<file path="config.mk">
export PLATFORM = sky130hd
export DESIGN_NAME = prbs16_err_window
export DESIGN_NICKNAME = d
export VERILOG_FILES = /design/src/rtl/prbs16_pkg.sv /design/src/rtl/prbs16_err_window.sv
export SDC_FILE = /design/constraint.sdc
export NUM_CORES = 1
export LEC_CHECK = 0
export CAP_MARGIN = 20
export CELL_PAD_IN_SITES_DETAIL_PLACEMENT = 0
export CELL_PAD_IN_SITES_GLOBAL_PLACEMENT = 2
export CORE_MARGIN = 8
export CORE_UTILIZATION = 41
export DETAILED_ROUTE_END_ITERATION = 10
export PLACE_DENSITY = 0.88
export SLEW_MARGIN = 15
export SYNTH_ARGS = -nofsm -noshare
export SYNTH_HDL_FRONTEND = slang
export SYNTH_SLANG_ARGS = --single-unit
</file>
<file path="constraint.sdc">
create_clock -name clk -period 3.7 [get_ports clk]
set_input_delay 1.11 -clock clk [delete_from_list [all_inputs] [get_ports clk]]
set_output_delay 1.11 -clock clk [all_outputs]
set_load 0.05 [all_outputs]
</file>
<file path="src/rtl/prbs16_pkg.sv">
// prbs16_pkg: shared definitions for the PRBS16 checker family.
//   TAP_MASK       - feedback taps of x^16+x^14+x^13+x^11+1 (bits 15, 13, 12, 10)
//   state_e        - checker state {HUNT, LOCKED}
//   *_W            - counter widths sized for the legal parameter ranges
//   prbs16_predict - next expected bit from the 16-bit history register
package prbs16_pkg;

  localparam logic [15:0] TAP_MASK = 16'hB400;

  localparam int unsigned FILL_W    = 5;   // fill counter, saturates at 16
  localparam int unsigned RUN_W     = 8;   // good-run counter, LOCK_COUNT <= 255
  localparam int unsigned WIN_W     = 10;  // window counters, ERR_WINDOW <= 1023
  localparam int unsigned ERR_CNT_W = 16;
  localparam int unsigned BIT_CNT_W = 32;

  localparam logic [FILL_W-1:0] FILL_FULL = 5'd16;

  typedef enum logic {
    HUNT,
    LOCKED
  } state_e;

  function automatic logic prbs16_predict(input logic [15:0] r);
    return ^(r & TAP_MASK);
  endfunction

endpackage

</file>
<file path="src/rtl/prbs16_err_window.sv">
// prbs16_err_window: windowed error counter used for loss-of-lock detection.
// Counts advance bits 0..ERR_WINDOW-1, then clears both bit and error counts.
// Ports:
//   clk, reset_n - clock, asynchronous active-low reset
//   clear        - synchronous clear of both counters (held while not checking)
//   advance      - one checked bit this cycle
//   err          - the checked bit was in error
//   thresh_hit   - combinational: this bit is the ERR_THRESH-th error of the window
module prbs16_err_window
  import prbs16_pkg::*;
#(
  parameter int unsigned ERR_WINDOW = 64,
  parameter int unsigned ERR_THRESH = 8
) (
  input  logic clk,
  input  logic reset_n,
  input  logic clear,
  input  logic advance,
  input  logic err,
  output logic thresh_hit
);

  localparam logic [WIN_W-1:0] WIN_LAST  = WIN_W'(ERR_WINDOW - 1);
  localparam logic [WIN_W-1:0] THRESH_M1 = WIN_W'(ERR_THRESH - 1);

  logic [WIN_W-1:0] bit_cnt_q, bit_cnt_d;
  logic [WIN_W-1:0] err_cnt_q, err_cnt_d;

  // Hit is judged on the count before this bit, so the threshold fires on the
  // same edge that samples the offending bit.
  always_comb begin
    thresh_hit = advance & err & (err_cnt_q == THRESH_M1);
  end

  always_comb begin
    bit_cnt_d = bit_cnt_q;
    err_cnt_d = err_cnt_q;
    if (clear) begin
      bit_cnt_d = '0;
      err_cnt_d = '0;
    end else if (advance) begin
      if (bit_cnt_q == WIN_LAST) begin
        bit_cnt_d = '0;
        err_cnt_d = '0;
      end else begin
        bit_cnt_d = bit_cnt_q + 1'b1;
        err_cnt_d = err_cnt_q + WIN_W'(err);
      end
    end
  end

  always_ff @(posedge clk or negedge reset_n) begin
    if (!reset_n) begin
      bit_cnt_q <= '0;
      err_cnt_q <= '0;
    end else begin
      bit_cnt_q <= bit_cnt_d;
      err_cnt_q <= err_cnt_d;
    end
  end

endmodule

</file>
======== Word level (Yosys, flattened, before mapping) ========
Index checks and enable logic that the tools add are counted.
operators by class
  add/subtract/negate cells ............... 2
  eq/ne operators ......................... 2
  multiplexer cells ....................... 6
  bitwise logic cells ..................... 2
  reductions and logical operators ........ 1
operator list
  kind                     number
  $mux W10                 6
  $add A10 B1 Y10          1
  $add A10 B1 Y10 const B  1
  $eq A10 B3 Y1 const B    1
  $eq A10 B6 Y1 const B    1
  $and A1 B1 Y1            2
  $reduce_bool A2 Y1       1
storage, ports and cells
  flip-flop bits (word level) ............. 20
  bits of input ports ..................... 5
  output and inout port bits .............. 1
  logic and storage cells ................. 15

======== Logic depth before layout (Yosys ltp) ========
  word-level depth ........................ 4
  gate-level depth with buffers ........... 5
  depth with buffers taken out ............ 5

======== Worst setup path after synthesis ========
Ideal clock, no wire load.
  path kind ............................... in2out
  from .................................... input advance
  to ...................................... output thresh_hit
  arrival ................................. 2.429 ns
  data required time ...................... 2.590 ns
  slack ................................... 0.161 ns
  cell stages on the path ................. 3
  path buffers ............................ 1
  cells stage by stage .................... buf_4 nand4b_1 nor3_1
between the ends
  word-level cells in the longest chain between the ends .. 2
RTL lines
  item                         line                     source
  start, declared              prbs16_err_window.sv:18  input logic advance,
  $and A1 B1 Y1 (2 in series)  prbs16_err_window.sv:32  thresh_hit = advance & err & (err_cnt_q == THRESH_M1);
  end, declared                prbs16_err_window.sv:20  output logic thresh_hit
Every way passes these cells.

======== Worst setup path in the final report ========
  from .................................... input err
  to ...................................... output thresh_hit
between the ends
  word-level cells in the longest chain between the ends .. 2
RTL lines
  item                         line                     source
  start, declared              prbs16_err_window.sv:19  input logic err,
  $and A1 B1 Y1 (2 in series)  prbs16_err_window.sv:32
Every way passes these cells.

==> summary.md <==
| Metric | Value |
|---|---|
| Status | finished clean |
| Cell area power density | 354 nW/um^2 |
| Worst rel slew slack | 38.9% |
| Synth top area cells | dfrtp_1 (46%), o31ai_1 (4.8%), xor2_1 (4.8%), ha_1 (4.6%), or4_1 (4.1%) |
| Tot GR Track Use | 10.8% |
| First-pass GRT wire length | 3840 um |
| Clk_skew | 14.4 ps |
| Drc violations | 0 |
| # resized after CTS | 0 |
| GR Util met3 | 2.32% |
| Die Y | 67.7 um |
| Critical Path Fanout Max | 3 |
| Worst setup SP type | input port |
| Antenna Nets Post-Route | 0 |
| Slew @ Worst Pin | 914 ps |
| Initial antenna violation count | 0 |
| CTS tree | yes |
| Dpl cell area | 1180 sq um |
| Area delta synth->final | 12.2% |
| Nets | 121 |
| Final min period | 3400 ps |
| Fin area | 1230 sq um |
| Finish-stage setup viols | 0 |
| # port buffers | 5 |
| CP Class | input port to primary output |
| Synth async-reset ratio | 100% |
| Post-detailed-route via-to-cell ratio | 5.94 |
| Rows | 18 |
| Vias in the first global route | 809 |
| Post-CTS Setup Bufs | 0 |
| Synth Cell Area | 1100 sq um |
| Top cells by count, synth | dfrtp_1 (20), a21oi_1 (8), nor2_1 (8), o31ai_1 (7) |
| Die area | 4580 sq um |
| Clk_lat worst skew | 310 ps |
| CP arrival | 2290 ps |
| Peak VDD IR | 0.185 mV |
| Met2 usage | 15.9% |
| Post-synthesis average cell area | 10.5 sq um |
| Most frequent cell after synthesis | dfrtp_1 |
| Leading area contributor after synthesis | dfrtp_1 |
| Routed wire length | 2230 um |
| Most used flip-flop cell after synthesis | dfrtp_1 |
| Initial Utilization | 43.8% |
| Worst Hold Class | flip-flop to flip-flop |
| Synth Register Bits | 20 |
| Fraction of layout cells with a size suffix above 1 | 14.4% |
| Final GP Congestion | 0.700 |
| Post-Route Setup TNS | 0 ps |
| YS warnings | 0 |
| CTS Hold Buffers Added | 0 |
| RSZ-0062 raised after global routing | no |
| Clk Tree Root Cell | clkbuf_4 |
| Final Cycle Share | 91.9% |
| Diode count | 0 |
| Post-DP HPWL | 1520 um |
| H-Tree Depth | 1 |
| CTS sink count | 20 |
| Netlist cell types | 32 |
| Reg clk slew, reported paths | 110 ps |
| Clk buf depth | 2 |
| Final hold slack | 576 ps |
| Largest net degree at the start of global routing | 21 |
| Syn_nets | 113 |
| Initial DRC Count | 65 |
| Final Max Tran Viols | 0 |
| CP endpoint kind | primary output |
| GR peak layer | met2 |
| DR vias | 838 |
| R2R Setup Slk | 1970 ps |
| Finished Layout Cells | 141 |
| Leak Pwr | 0.484 nW |
| Yosys top cell area share | 45.7% |
| Drt pass-1 iters | 4 |
| I/O Pins | 6 |
| Synth Instances | 104 |
| Die Span X | 67.7 um |
| Number of buffers created by CTS | 3 |
| GRT Residual Overflow | 0 |
| Final Hold Viols | 0 |
| DR WL/cell | 15.8 um |
| Post-synth EDFFs | 0 |
| Seq/Total Area, Yosys | 45.7% |
| Max Cap Viol | 0 |
| Met1 Usage GRT | 15.1% |
| Placed cell count | 137 |
| CORE AREA | 2500 sq um |
| Worst EP required | 2590 ps |
| Highest clock rate | 0.294 GHz |
path summary, 6_finish.rpt:
path / cells after the start / startpoint / endpoint
max: 4 / err / thresh_hit
min in group asynchronous: 1 / reset_n / bit_cnt_q[2]$_DFFE_PN0P_
min: 2 / err_cnt_q[9]$_DFFE_PN0P_ / err_cnt_q[9]$_DFFE_PN0P_
max in group asynchronous: 1 / reset_n / err_cnt_q[8]$_DFFE_PN0P_
max reg2reg: 4 / bit_cnt_q[0]$_DFFE_PN0P_ / bit_cnt_q[0]$_DFFE_PN0P_
min reg2reg: 2 / err_cnt_q[9]$_DFFE_PN0P_ / err_cnt_q[9]$_DFFE_PN0P_
worst max-delay path: stages:
cell,delay [ps]
clkdlybuf4s50_1,510
nand4b_1,130
nor3_1,350
buf_12,190
cells by family after synthesis:
| kind of cell | after synthesis | share of synthesized area (%) |
|---|---|---|
| compound gates | 30 | 21.2 |
| xor+xnor | 6 | 4.79 |
| fa+ha+maj | 4 | 4.57 |
| buf+inv | 6 | 3.20 |
| flops | 20 | 45.7 |
| mux | 1 | 1.03 |
| simple gates | 37 | 19.5 |
power by group:
| part | total [mW] | switching (mW) | internal [mW] |
|---|---|---|---|
| logic | 0.0268 | 0.0169 | 0.00991 |
| clock network | 0.183 | 0.0733 | 0.109 |
| registers | 0.226 | 0.00412 | 0.222 |
flip-flops by register name, indices dropped and copies added (netlist names):
register	count
bit_cnt_q	10
err_cnt_q	10
metrics by stage:
step | power (mW) | setup WS (ps) | util (%)
2_1_floorplan | 0.244 | 161 | -
3_3_place_gp | 0.256 | 332 | 47.1
3_5_place_dp | 0.257 | 277 | 47.1
4_1_cts | 0.440 | 281 | 49.2
5_1_grt | 0.450 | 219 | 49.2
6_report | 0.435 | 298 | 49.2
routing by layer:
layer	vias to the layer above	wire length (um)	part of all wire [%]
met4	0	10	0.45
met3	2	82	3.7
li1	416	-	-
met5	-	0	0
met1	412	1130	51
met2	8	1000	45
cell type report:
cell class                 instances  area, sq um
clock inverter                     1         30.0
multi-input combinational         78          561
tap                               30         37.5
inverter                           3         11.3
clock buffer                       3         22.5
fill                             249         1270
timing repair buffer               6         67.6
sequential                        20          500
placed cells by master (no fill, tap or decap), drive strengths merged, types with 4 or more instances in the layout:
cell type      netlist  routed
nor2                 8       8
clkdlybuf4s50        0       4
or4                  8       8
o21ai                4       4
nand3                4       4
dfrtp               20      20
o31ai                7       7
a21oi               10      10
xor2                 6       6
ha                   4       4
nand2                6       6
Note: power is estimated with default switching activity, not from simulation.
